$ cat config.mk
export PLATFORM = sky130hd
export DESIGN_NAME = spi_slave_xfer_flat
export DESIGN_NICKNAME = d
export VERILOG_FILES = /design/src/rtl/spi_pkg.sv /design/src/rtl/spi_slave_xfer_if.sv /design/src/rtl/spi_sync.sv /design/src/rtl/spi_slave_xfer.sv /design/src/flat_wrapper.sv
export SDC_FILE = /design/constraint.sdc
export NUM_CORES = 1
export LEC_CHECK = 0
export ABC_CLOCK_PERIOD_IN_PS = 3600
export BUFFER_PORTS_ARGS = -buffer_cell sky130_fd_sc_hd__buf_2
export CORE_ASPECT_RATIO = 1.25
export CORE_UTILIZATION = 62
export DETAILED_ROUTE_END_ITERATION = 8
export HOLD_SLACK_MARGIN = 0.1
export PLACE_DENSITY = 0.93
export SYNTH_ARGS = -nofsm -noshare
export SYNTH_HDL_FRONTEND = slang
export SYNTH_SLANG_ARGS = --single-unit
$ cat constraint.sdc
create_clock -name clock -period 3.6 [get_ports clock]
set_input_delay 0.54 -clock clock [delete_from_list [all_inputs] [get_ports clock]]
set_output_delay 0.54 -clock clock [all_outputs]
set_load 0.1 [all_outputs]
$ cat src/rtl/spi_pkg.sv
// ---------------------------------------------------------------------------
// spi_pkg
// Shared definitions for the SPI slave transfer block.
//   MODE0..MODE3  : {CPOL,CPHA} encodings of the four SPI modes
//   state_t       : frame state (IDLE / ACTIVE)
//   lead_is_rise  : which sclk edge opens a bit cell for a given CPOL
// ---------------------------------------------------------------------------
package spi_pkg;

    localparam logic [1:0] MODE0 = 2'b00;
    localparam logic [1:0] MODE1 = 2'b01;
    localparam logic [1:0] MODE2 = 2'b10;
    localparam logic [1:0] MODE3 = 2'b11;

    typedef enum logic {
        IDLE   = 1'b0,
        ACTIVE = 1'b1
    } state_t;

    // With CPOL=0 the clock idles low, so the first edge of a bit cell rises.
    function automatic logic lead_is_rise(input logic cpol);
        return ~cpol;
    endfunction

endpackage

$ cat src/rtl/spi_slave_xfer_if.sv
// ---------------------------------------------------------------------------
// spi_slave_xfer_if
// Word-level streams between the SPI slave and the user logic.
//   tx_data/tx_valid/tx_ready : words to transmit (user -> slave)
//   rx_data/rx_valid/rx_ready : received words    (slave -> user)
// Modports:
//   slave  : the SPI slave side
//   master : the user logic side
// ---------------------------------------------------------------------------
interface spi_slave_xfer_if #(
    parameter int DATA_W = 32
) ();
    import spi_pkg::*;

    logic [DATA_W-1:0] tx_data;
    logic              tx_valid;
    logic              tx_ready;
    logic [DATA_W-1:0] rx_data;
    logic              rx_valid;
    logic              rx_ready;

    modport slave (
        input  tx_data, tx_valid, rx_ready,
        output tx_ready, rx_data, rx_valid
    );

    modport master (
        output tx_data, tx_valid, rx_ready,
        input  tx_ready, rx_data, rx_valid
    );

endinterface

$ cat src/rtl/spi_sync.sv
// ---------------------------------------------------------------------------
// spi_sync
// N-stage synchroniser for one asynchronous pin, with a configurable reset
// level so select lines can come out of reset deasserted.
//   clock   : system clock
//   reset_n : asynchronous active-low reset
//   i_d     : asynchronous input
//   o_q     : synchronised output (STAGES clocks of latency)
// ---------------------------------------------------------------------------
module spi_sync
    import spi_pkg::*;
#(
    parameter int   STAGES  = 2,
    parameter logic RST_VAL = 1'b0
) (
    input  logic clock,
    input  logic reset_n,
    input  logic i_d,
    output logic o_q
);

    logic [STAGES-1:0] r_sync;

    // Plain shift chain; the first flop may go metastable, the rest filter it.
    always_ff @(posedge clock or negedge reset_n) begin
        if (!reset_n)
            r_sync <= {STAGES{RST_VAL}};
        else
            r_sync <= {r_sync[STAGES-2:0], i_d};
    end

    assign o_q = r_sync[STAGES-1];

endmodule

$ cat src/rtl/spi_slave_xfer.sv
// ---------------------------------------------------------------------------
// spi_slave_xfer
// Full-duplex SPI slave, all four modes, oversampled in the system clock.
// Ports:
//   clock, reset_n       : system clock / async active-low reset
//   sclk, ss_n, mosi     : asynchronous SPI pins
//   miso, miso_oeb       : SPI data out and its active-low output enable
//   mode                 : {CPOL,CPHA}, latched at frame start
//   bus (slave modport)  : tx and rx valid/ready word streams
//   busy                 : a frame is in progress
//   frame_abort          : pulse when ss_n rises mid-word
//   overrun              : sticky overrun flag
// Build option: define SPI_OVERRUN_DETECT_EN to drop words that arrive
// while the previous one is still unaccepted and raise a sticky overrun flag;
// otherwise the newer word overwrites and overrun is tied low.
// ---------------------------------------------------------------------------
module spi_slave_xfer
    import spi_pkg::*;
#(
    parameter int              DATA_W      = 32,
    parameter int              SYNC_STAGES = 2,
    parameter logic [DATA_W-1:0] TX_IDLE   = {DATA_W{1'b1}}
) (
    input  logic             clock,
    input  logic             reset_n,
    input  logic             sclk,
    input  logic             ss_n,
    input  logic             mosi,
    output logic             miso,
    output logic             miso_oeb,
    input  logic [1:0]       mode,
    spi_slave_xfer_if.slave  bus,
    output logic             busy,
    output logic             frame_abort,
    output logic             overrun
);

    localparam int CNT_W = $clog2(DATA_W);

    logic w_sclkS, w_ssS, w_mosiS;
    logic r_sclkD, r_ssD;
    logic w_sclkRise, w_sclkFall, w_ssFall, w_ssRise;
    logic w_leadEdge, w_trailEdge, w_sampleEdge, w_shiftEdge, w_lastBit;
    logic w_rxAccept;
    logic [DATA_W-1:0] w_txNext;

    state_t            r_state, w_stateNext;
    logic [1:0]        r_mode;
    logic [CNT_W-1:0]  r_bitCnt;
    logic [DATA_W-1:0] r_txShift, r_rxShift, r_rxData;
    logic              r_rxValid, r_txReady, r_frameAbort;
    logic              r_firstEdge, r_reloadPend, r_wordDone;

    spi_sync #(.STAGES(SYNC_STAGES), .RST_VAL(1'b0)) u_syncSclk (
        .clock(clock), .reset_n(reset_n), .i_d(sclk), .o_q(w_sclkS));
    spi_sync #(.STAGES(SYNC_STAGES), .RST_VAL(1'b1)) u_syncSs (
        .clock(clock), .reset_n(reset_n), .i_d(ss_n), .o_q(w_ssS));
    spi_sync #(.STAGES(SYNC_STAGES), .RST_VAL(1'b0)) u_syncMosi (
        .clock(clock), .reset_n(reset_n), .i_d(mosi), .o_q(w_mosiS));

    // History flops: one cycle of delay so edges are seen as sample pairs.
    always_ff @(posedge clock or negedge reset_n) begin
        if (!reset_n) begin
            r_sclkD <= 1'b0;
            r_ssD   <= 1'b1;
        end else begin
            r_sclkD <= w_sclkS;
            r_ssD   <= w_ssS;
        end
    end

    assign w_sclkRise  = w_sclkS & ~r_sclkD;
    assign w_sclkFall  = ~w_sclkS & r_sclkD;
    assign w_ssFall    = ~w_ssS & r_ssD;
    assign w_ssRise    = w_ssS & ~r_ssD;
    assign w_leadEdge  = lead_is_rise(r_mode[1]) ? w_sclkRise : w_sclkFall;
    assign w_trailEdge = lead_is_rise(r_mode[1]) ? w_sclkFall : w_sclkRise;

    // A deselect wins over any clock edge seen in the same cycle.
    assign w_sampleEdge = (r_state == ACTIVE) && !w_ssRise &&
                          (r_mode[0] ? w_trailEdge : w_leadEdge);
    assign w_shiftEdge  = (r_state == ACTIVE) && !w_ssRise &&
                          (r_mode[0] ? w_leadEdge : w_trailEdge);
    assign w_lastBit    = (r_bitCnt == CNT_W'(DATA_W - 1));
    assign w_txNext     = bus.tx_valid ? bus.tx_data : TX_IDLE;

    // State register.
    always_ff @(posedge clock or negedge reset_n) begin
        if (!reset_n)
            r_state <= IDLE;
        else
            r_state <= w_stateNext;
    end

    // Next-state logic: frames are delimited purely by synced ss_n edges.
    always_comb begin
        w_stateNext = r_state;
        case (r_state)
            IDLE:    if (w_ssFall) w_stateNext = ACTIVE;
            ACTIVE:  if (w_ssRise) w_stateNext = IDLE;
            default: w_stateNext = IDLE;
        endcase
    end

    // State-decoded outputs.
    always_comb begin
        busy     = (r_state == ACTIVE);
        miso_oeb = (r_state != ACTIVE);
    end

    // Bit engine: frame start/stop, receive shifting and transmit shifting.
    // In CPHA=1 the very first leading edge of a word must not shift, since
    // the MSB was already presented when the word was loaded.
    always_ff @(posedge clock or negedge reset_n) begin
        if (!reset_n) begin
            r_mode       <= MODE0;
            r_bitCnt     <= '0;
            r_txShift    <= TX_IDLE;
            r_rxShift    <= '0;
            r_txReady    <= 1'b0;
            r_frameAbort <= 1'b0;
            r_firstEdge  <= 1'b0;
            r_reloadPend <= 1'b0;
            r_wordDone   <= 1'b0;
        end else begin
            r_txReady    <= 1'b0;
            r_frameAbort <= 1'b0;
            r_wordDone   <= 1'b0;
            if (r_state == IDLE && w_ssFall) begin
                r_mode       <= mode;
                r_bitCnt     <= '0;
                r_txShift    <= w_txNext;
                r_txReady    <= bus.tx_valid;
                r_firstEdge  <= 1'b1;
                r_reloadPend <= 1'b0;
            end else if (r_state == ACTIVE && w_ssRise) begin
                r_bitCnt     <= '0;
                r_frameAbort <= (r_bitCnt != '0);
                r_reloadPend <= 1'b0;
            end else begin
                if (w_sampleEdge) begin
                    r_rxShift <= {r_rxShift[DATA_W-2:0], w_mosiS};
                    if (w_lastBit) begin
                        r_bitCnt   <= '0;
                        r_wordDone <= 1'b1;
                        if (r_mode[0]) begin
                            r_txShift   <= w_txNext;
                            r_txReady   <= bus.tx_valid;
                            r_firstEdge <= 1'b1;
                        end else begin
                            r_reloadPend <= 1'b1;
                        end
                    end else begin
                        r_bitCnt <= r_bitCnt + CNT_W'(1);
                    end
                end
                if (w_shiftEdge) begin
                    if (r_mode[0] && r_firstEdge) begin
                        r_firstEdge <= 1'b0;
                    end else if (r_reloadPend) begin
                        r_txShift    <= w_txNext;
                        r_txReady    <= bus.tx_valid;
                        r_reloadPend <= 1'b0;
                    end else begin
                        r_txShift <= {r_txShift[DATA_W-2:0], 1'b1};
                    end
                end
            end
        end
    end

`ifdef SPI_OVERRUN_DETECT_EN
    logic w_overrunEvt, r_overrun;

    assign w_overrunEvt = r_wordDone && r_rxValid && !bus.rx_ready;
    assign w_rxAccept   = !w_overrunEvt;

    // Sticky until reset: software must notice a lost word.
    always_ff @(posedge clock or negedge reset_n) begin
        if (!reset_n)
            r_overrun <= 1'b0;
        else if (w_overrunEvt)
            r_overrun <= 1'b1;
    end

    assign overrun = r_overrun;
`else
    assign w_rxAccept = 1'b1;
    assign overrun    = 1'b0;
`endif

    // Receive holding register. A completion in the same cycle as rx_ready
    // replaces the accepted word, so rx_valid simply stays high.
    always_ff @(posedge clock or negedge reset_n) begin
        if (!reset_n) begin
            r_rxData  <= '0;
            r_rxValid <= 1'b0;
        end else if (r_wordDone) begin
            if (w_rxAccept) begin
                r_rxData  <= r_rxShift;
                r_rxValid <= 1'b1;
            end
        end else if (r_rxValid && bus.rx_ready) begin
            r_rxValid <= 1'b0;
        end
    end

    assign miso         = r_txShift[DATA_W-1];
    assign frame_abort  = r_frameAbort;
    assign bus.tx_ready = r_txReady;
    assign bus.rx_data  = r_rxData;
    assign bus.rx_valid = r_rxValid;

endmodule

$ cat src/flat_wrapper.sv
// flat-port wrapper written by rule: the top's interface ports become plain ports
module spi_slave_xfer_flat import spi_pkg::*;
#(
    parameter int              DATA_W      = 32,
    parameter int              SYNC_STAGES = 2,
    parameter logic [DATA_W-1:0] TX_IDLE   = {DATA_W{1'b1}}
)
  (clock, reset_n, sclk, ss_n, mosi, miso, miso_oeb, mode, busy, frame_abort, overrun, bus_tx_data, bus_tx_valid, bus_rx_ready, bus_tx_ready, bus_rx_data, bus_rx_valid);
  spi_slave_xfer_if #(.DATA_W(DATA_W)) bus_i ();
  input  logic clock;
  input  logic reset_n;
  input  logic sclk;
  input  logic ss_n;
  input  logic mosi;
  output logic miso;
  output logic miso_oeb;
  input  logic [1:0] mode;
  output logic busy;
  output logic frame_abort;
  output logic overrun;
  input wire logic [$bits(bus_i.tx_data)-1:0] bus_tx_data;
  input wire logic [$bits(bus_i.tx_valid)-1:0] bus_tx_valid;
  input wire logic [$bits(bus_i.rx_ready)-1:0] bus_rx_ready;
  output wire logic [$bits(bus_i.tx_ready)-1:0] bus_tx_ready;
  output wire logic [$bits(bus_i.rx_data)-1:0] bus_rx_data;
  output wire logic [$bits(bus_i.rx_valid)-1:0] bus_rx_valid;
  assign bus_i.tx_data = bus_tx_data;
  assign bus_i.tx_valid = bus_tx_valid;
  assign bus_i.rx_ready = bus_rx_ready;
  assign bus_tx_ready = bus_i.tx_ready;
  assign bus_rx_data = bus_i.rx_data;
  assign bus_rx_valid = bus_i.rx_valid;
  spi_slave_xfer #(.DATA_W(DATA_W), .SYNC_STAGES(SYNC_STAGES), .TX_IDLE(TX_IDLE)) u_core (.clock(clock), .reset_n(reset_n), .sclk(sclk), .ss_n(ss_n), .mosi(mosi), .miso(miso), .miso_oeb(miso_oeb), .mode(mode), .bus(bus_i), .busy(busy), .frame_abort(frame_abort), .overrun(overrun));
endmodule
==> summary.txt, run 1 <==
Clocking
  – TritonCTS clock tree: done
  – Num CTS Buffers: 17
  – Clock Latency Late Sink: 0.51 ns
  – Maximum clock insertion buffer count: 2
  – Clk sinks: 118
  – Setup bufs post-CTS: 0
  – CTS Hold Bufs: 0
  – CTS H-tree lvls: 4
  – Cts repair resizes: 0
  – Clock root cell: clkbuf_8
  – Clock-pin slew on the worst setup and hold paths: 0.05 ns

Min path
  – Hold WC Path Type: in2async

STA
  – Final Cycle Share: 0.701
  – Fin. Hold Viols: 0
  – Worst slew pin tran: 0.822 ns
  – Max-slew violations: 0
  – Total negative slack: 0 ns
  – Final hold slack: 0.119 ns
  – Worst rel slew slack: 0.452
  – Worst-case clock skew: 0.00471 ns
  – Fin crit period: 2.52 ns
  – Max Freq: 396 MHz
  – Final setup vio count: 0
  – RSZ-0062 raised after global routing: false

Worst setup path
  – WS Path Type: reg2reg
  – Max stage delay on crit path: 0.44 ns
  – Worst Path Arrival: 2.98 ns
  – Critical-path cell list: ha_1 > and3_1 > ha_1 > and2_1 > o2111ai_4 > buf_4 > nand4b_1 > a21boi_0 > a221o_1
  – Critical Path Fanout Max: 47
  – Reg2Reg Depth: 9
  – CP max stage cell: buf_4
  – Cell mode on critical path: ha_1
  – Reg-to-reg slack, setup: 1.08 ns
  – Reg2reg start: u_core.r_bitCnt[0]
  – Worst setup EP type: register
  – CP startpoint kind: register
  – Reg2reg end: u_core.r_txShift[31]
  – Crit path required time: 4.05 ns

Floorplan
  – Die H: 109 um
  – Row count: 38
  – Core area: 8800 um^2
  – IO Pins: 80
  – Die width: 87.6 um
  – Die area: 9550 um^2
  – Initial Util: 0.645

Global routing
  – Largest net degree at the start of global routing: 69
  – Top Usage Layer GRT: met2
  – GRT Util Overall: 0.279
  – Vias in the first global route: 4253
  – GRT overflow: 0
  – Met3 Track Usage GR: 0.0712
  – Initial antenna violation count: 0
  – Global routing usage on met2: 0.476
  – Met1 Usage GRT: 0.346
  – First-pass GRT wire length: 20300 um

Finish
  – # nets final: 627
  – Area delta synth->final: 17.9%
  – Layout cells sized above 1: 0.376
  – Cell area after layout: 6690 um^2
  – N_diodes: 0
  – Most common cell after layout, fill and taps aside: dfrtp_1
  – Most frequent cells in the layout: dfrtp_1 (83), buf_2 (77), nor2_1 (67)
  – Layout Utilization: 0.761

Outcome
  – Status: finished, final reports clean

Power
  – Power Dens Cells: 643 nW/um^2
  – VDD IR max: 0.000426 V
  – Power, Total: 4.30 mW
  – Leak pwr: 3.29 nW

Synthesis
  – Register area share after synthesis: 0.528
  – Yosys warnings: 0
  – Ys async rst share: 1.00
  – Synth cell types: 48
  – Post-synthesis register bit count: 118
  – Syn nets: 560
  – Post-synth top flop: dfrtp_1
  – Post-Synthesis Cells: 516
  – Mapped cell area: 5680 um^2
  – Post-synth EDFFs: 0
  – Syn avg cell area: 11.0 um^2

Placement
  – Placed Area: 6120 um^2
  – Port bufs: 78
  – HPWL Detailed: 7790 um
  – RePlAce Congestion: 0.830

Detailed routing
  – Antenna Violating Nets Remaining: 0
  – Drt initial violations: 347
  – Drt total wl: 12600 um
  – DRT Pass-1 Iters: 7
  – Via Count: 4353
  – # DRC: 0
  – Vias per cell: 6.09
  – Drt wl/cell: 17.6 um

Job
  – MaxCap Viol Count: 0
-- power by group --
part	switching (mW)	internal [mW]	total [mW]
combinational	0.445	0.351	0.796
sequential	0.197	1.68	1.88
clock	0.580	1.05	1.63
-- worst max path at each step --
stage,startpoint,end,slack [ns]
2_1_floorplan,u_core.busy,u_core.r_txShift[23],0.73
3_3_place_gp,u_core.r_ssD,u_core.r_rxShift[21],1.22
3_5_place_dp,u_core.r_ssD,u_core.r_rxShift[16],1.11
4_1_cts,u_core.r_ssD,u_core.r_rxShift[16],1.10
5_1_grt,u_core.r_bitCnt[0],u_core.r_txShift[31],0.91
6_report,u_core.r_bitCnt[0],u_core.r_txShift[31],1.08
-- Yosys cell counts, types with 2 or more instances --
library cell	count	share of area
nor2_1	68	0.045
nor2b_1	3	0.0033
mux2_2	64	0.13
o21a_1	13	0.017
nand4b_1	3	0.0046
a21oi_1	32	0.028
nor4bb_1	2	0.0035
nor4b_1	3	0.0046
nand2b_1	3	0.0033
nor4_1	2	0.0022
dfrtp_1	83	0.37
and3b_1	2	0.0031
o211ai_1	2	0.0026
nand4_1	2	0.0022
dfstp_2	35	0.16
a221o_1	14	0.025
ha_1	3	0.0066
buf_2	10	0.0088
nand3b_1	4	0.0053
a21o_1	2	0.0026
buf_4	8	0.011
inv_1	5	0.0033
o32ai_1	2	0.0031
clkbuf_1	22	0.015
nand3_1	13	0.011
mux2i_1	3	0.0053
a221oi_1	14	0.022
and3_1	2	0.0022
o21ai_1	21	0.019
and2_1	2	0.0022
nand2_1	17	0.011
nor3b_1	3	0.0040
o21ai_0	24	0.021
a211o_1	16	0.025
-- critical path: cells and delay by family, from the launching register on --
family | cells | cell delay, ns
AO/OA/AOI/OAI | 3 | 0.49
AND/OR/NAND/NOR | 3 | 0.56
adder cells (fa/ha/maj) | 2 | 0.54
flip-flops | 1 | 0.42
buffers and inverters | 1 | 0.44
-- state kept, by name, summed over array words and instances, names as in the netlist --
| signal | flops |
|---|---|
| u_core.busy | 1 |
| u_core.r_mode | 2 |
| u_core.r_txShift | 32 |
| u_core.u_syncSs.r_sync | 2 |
| u_core.r_ssD | 1 |
| u_core.bus.rx_data | 32 |
| u_core.bus.tx_ready | 1 |
| u_core.r_bitCnt | 5 |
| u_core.r_rxShift | 32 |
| u_core.r_firstEdge | 1 |
| u_core.bus.rx_valid | 1 |
| u_core.frame_abort | 1 |
| u_core.r_sclkD | 1 |
| u_core.u_syncSclk.r_sync | 2 |
| u_core.u_syncMosi.r_sync | 2 |
| u_core.r_reloadPend | 1 |
| u_core.r_wordDone | 1 |
-- layer usage --
metal  routed length, um  vias up
met5                   0        -
met4                 177        0
met3                 782       23
met2                6590      178
met1                5010     2143
li1                    -     2009
-- through the flow --
step                instances  setup slack [ns]
floorplan                 516             0.726
global placement          684              1.22
detailed placement        684              1.11
CTS                       715              1.10
global route              715             0.906
finish                    715              1.08
-- cell families after synthesis --
group,count (synthesis),share of synthesized area
compound gates,145,0.174
simple gates,134,0.115
other cells,1,0.000661
fa+ha+maj,3,0.00661
buf+inv,47,0.0399
flops,118,0.528
xor+xnor,1,0.00287
mux,67,0.132
-- area by class of cell --
class                      count  area [um^2]
sequential                   118         3000
multi-input combinational    351         2470
fill                         589         2100
clock buffer                  23          477
timing repair buffer          89          475
tap                          120          150
clock inverter                 8         97.6
inverter                       6         22.5
Note: power is estimated with default switching activity, not from simulation.
==> inputs of run 2 (changes only) <==
Settings changed: ABC_AREA set to 1, ABC_CLOCK_PERIOD_IN_PS 3600 to 2150, CORE_UTILIZATION 62 to 52, PLACE_DENSITY 0.93 to 0.84.
Clock period 3.6 ns to 2.15 ns, I/O delays scaled along.
==> summary.txt, run 2 <==
STA
  – RSZ-0062 raised after global routing: false (unchanged)
  – Fin. Hold Viols: 0 (unchanged)
  – Max-slew violations: 0 (unchanged)
  – Fin crit period: 1.91 ns (was 2.52 ns)
  – Setup WS post-layout: 0.244 ns (was 1.08 ns)
  – Final setup vio count: 0 (unchanged)
  – Worst slew pin tran: 0.691 ns (was 0.822 ns)
  – Worst rel slew slack: 0.536 (was 0.452)
  – Total negative slack: 0 ns (unchanged)
  – Max Freq: 525 MHz (was 396 MHz)
  – Worst-case clock skew: 0.00940 ns (was 0.00471 ns)
  – Final Cycle Share: 0.886 (was 0.701)

Clocking
  – Cts repair resizes: 0 (unchanged)
  – Clock-pin slew on the worst setup and hold paths: 0.06 ns (was 0.05 ns)
  – Num CTS Buffers: 17 (unchanged)
  – Maximum clock insertion buffer count: 2 (unchanged)
  – Clock Latency Late Sink: 0.41 ns (was 0.51 ns)
  – Clk sinks: 118 (unchanged)
  – CTS Hold Bufs: 5 (was 0)
  – Clock root cell: clkbuf_16 (was clkbuf_8)
  – Setup bufs post-CTS: 0 (unchanged)
  – TritonCTS clock tree: done (unchanged)
  – CTS H-tree lvls: 4 (unchanged)

Synthesis
  – Post-synthesis register bit count: 118 (unchanged)
  – Post-synth EDFFs: 0 (unchanged)
  – Post-Synthesis Cells: 788 (was 516)
  – Post-synth top flop: dfrtp_1 (unchanged)
  – Synth area leader: dfrtp_1 (unchanged)
  – Ys async rst share: 1.00 (unchanged)
  – Syn avg cell area: 7.50 um^2 (was 11.0 um^2)
  – Mapped cell area: 5910 um^2 (was 5680 um^2)
  – List of most frequent post-synthesis cells: nand2_1 (276), dfrtp_1 (83), o21ai_0 (79) (was dfrtp_1 (83), nor2_1 (68), mux2_2 (64))
  – Top cell type's share of synthesized area: 0.351 (was 0.366)
  – Register area share after synthesis: 0.507 (was 0.528)
  – Ranking of synthesized cells by area: dfrtp_1 (35%), nand2_1 (18%), dfstp_2 (16%), o21ai_0 (6.7%), nand3_1 (5.1%) (was dfrtp_1 (37%), dfstp_2 (16%), mux2_2 (13%), nor2_1 (4.5%), a21oi_1 (2.8%))
  – Syn nets: 832 (was 560)
  – Synth cell types: 28 (was 48)
  – Most frequent cell after synthesis: nand2_1 (was dfrtp_1)
  – Yosys warnings: 0 (unchanged)

Worst setup path
  – Critical Path Fanout Max: 33 (was 47)
  – Worst Path Arrival: 2.25 ns (was 2.98 ns)
  – WS Path Type: reg2reg (unchanged)
  – CP startpoint kind: register (unchanged)
  – Crit path required time: 2.49 ns (was 4.05 ns)
  – Worst setup EP type: register (unchanged)

Floorplan
  – Initial Util: 0.533 (was 0.645)
  – Die area: 11800 um^2 (was 9550 um^2)
  – Die H: 121 um (was 109 um)
  – Core area: 11100 um^2 (was 8800 um^2)
  – Die width: 97.4 um (was 87.6 um)
  – Row count: 43 (was 38)
  – IO Pins: 80 (unchanged)

Global routing
  – Vias in the first global route: 5086 (was 4253)
  – Largest net degree at the start of global routing: 64 (was 69)
  – Initial antenna violation count: 0 (unchanged)
  – GRT Util Overall: 0.245 (was 0.279)
  – First-pass GRT wire length: 23200 um (was 20300 um)
  – GRT overflow: 0 (unchanged)

Finish
  – Layout cells sized above 1: 0.203 (was 0.376)
  – Fill count: 946 (was 589)
  – Most frequent cells in the layout: nand2_1 (276), dfrtp_1 (82), o21ai_0 (79) (was dfrtp_1 (83), buf_2 (77), nor2_1 (67))
  – N_diodes: 0 (unchanged)
  – # nets final: 907 (was 627)
  – Most common cell after layout, fill and taps aside: nand2_1 (was dfrtp_1)
  – Layout Cells excl Fill: 1011 (was 715)
  – Area delta synth->final: 20.1% (was 17.9%)

Placement
  – HPWL Detailed: 8290 um (was 7790 um)
  – Placed Cells: 974 (was 684)
  – Post-Place Setup Slack: 0.273 ns (was 1.11 ns)
  – RePlAce Congestion: 0.794 (was 0.830)
  – Port bufs: 78 (unchanged)

Power
  – Leak pwr: 3.53 nW (was 3.29 nW)
  – VDD IR max: 0.000683 V (was 0.000426 V)
  – Power Dens Cells: 1100 nW/um^2 (was 643 nW/um^2)

Detailed routing
  – # DRC: 2 (was 0)
  – DRT Pass-1 Iters: 7 (unchanged)
  – Via Count: 5352 (was 4353)
  – Vias per cell: 5.29 (was 6.09)
  – Drt wl/cell: 13.4 um (was 17.6 um)
  – Drt initial violations: 347 (unchanged)
  – Antenna Violating Nets Remaining: 0 (unchanged)
  – Drt total wl: 13600 um (was 12600 um)

Job
  – MaxCap Viol Count: 0 (unchanged)

Outcome
  – Status: complete, but fails checks (was finished, final reports clean)
  – Violated checks: design-rule violations

Min path
  – Hold WC Path Type: in2reg (was in2async)
==> run 2: per-layer routing <==
layer | part of all wire | wire length [um] | up-vias | track usage
li1 | - | - | 2665 | -
met1 | 0.43 | 5790 | 2483 | 0.297
met2 | 0.50 | 6760 | 170 | 0.416
met3 | 0.049 | 666 | 34 | 0.0541
met4 | 0.026 | 347 | 0 | 0.115
met5 | 0 | 0 | - | 0
==> run 2: report_power, final <==
part	internal (mW)	total [mW]	switching, mW
logic	0.691	1.93	1.24
clock network	1.61	2.74	1.12
registers	2.87	3.13	0.253
==> run 2: final timing paths <==
path | startpoint | to | slack (ns) | cells past startpoint
min in group asynchronous | reset_n | u_core.bus.rx_data[6] | 0.38 | 2
worst max register to register | u_core.r_bitCnt[0] | u_core.r_txShift[20] | 0.24 | 13
worst min-delay path | mode[1] | u_core.r_mode[1] | 0.14 | 3
worst max-delay path | u_core.r_bitCnt[0] | u_core.r_txShift[20] | 0.24 | 13
max in group asynchronous | reset_n | u_core.bus.rx_valid | 0.99 | 3
worst min register to register | u_core.u_syncMosi.r_sync[0] | u_core.u_syncMosi.r_sync[1] | 0.35 | 0
==> run 2: cell families after synthesis <==
kind of cell | share of synthesized area
DFF | 0.507
adders and majority gates | 0.00635
other | 0.000635
buffers and inverters | 0.0811
muxes | 0.00169
and+or+nand+nor | 0.287
xor gates and xnor gates | 0.00148
AOI/OAI and AO/OA | 0.115
==> run 2: worst max-delay path, cell delays in order, from the launching register on <==
cell and delay (ns):
dfrtp_1 0.41, ha_1 0.22, nand2_1 0.08, nor2_1 0.04, ha_1 0.24, nand2_1 0.13, inv_1 0.08, nand3_2 0.09
buf_12 0.19, nand2_1 0.08, nand2_1 0.07, nand2_1 0.06, nand3_1 0.07, nand2_1 0.06
==> run 2: area by class of cell <==
| type | instances | area (um^2) | share of cell area |
|---|---|---|---|
| multi-input combinational | 549 | 2440 | 0.344 |
| timing repair buffer | 103 | 643 | 0.0906 |
| tap | 135 | 169 | 0.0238 |
| clock inverter | 15 | 146 | 0.0206 |
| sequential | 118 | 3000 | 0.422 |
| inverter | 74 | 278 | 0.0391 |
| clock buffer | 17 | 425 | 0.0599 |
==> run 2: per-stage QoR <==
stage / util / power [mW] / cell area (um^2) / hold WS (ns)
final: 0.640 / 7.79 / 7100 / 0.138
after global routing: 0.640 / 8.25 / 7100 / 0.130
after CTS: 0.640 / 7.83 / 7100 / 0.125
after detailed placement: 0.584 / 5.04 / 6480 / 0.272
after global placement: 0.584 / 4.98 / 6480 / 0.274
after floorplan: - / 4.56 / 5910 / 0.0269
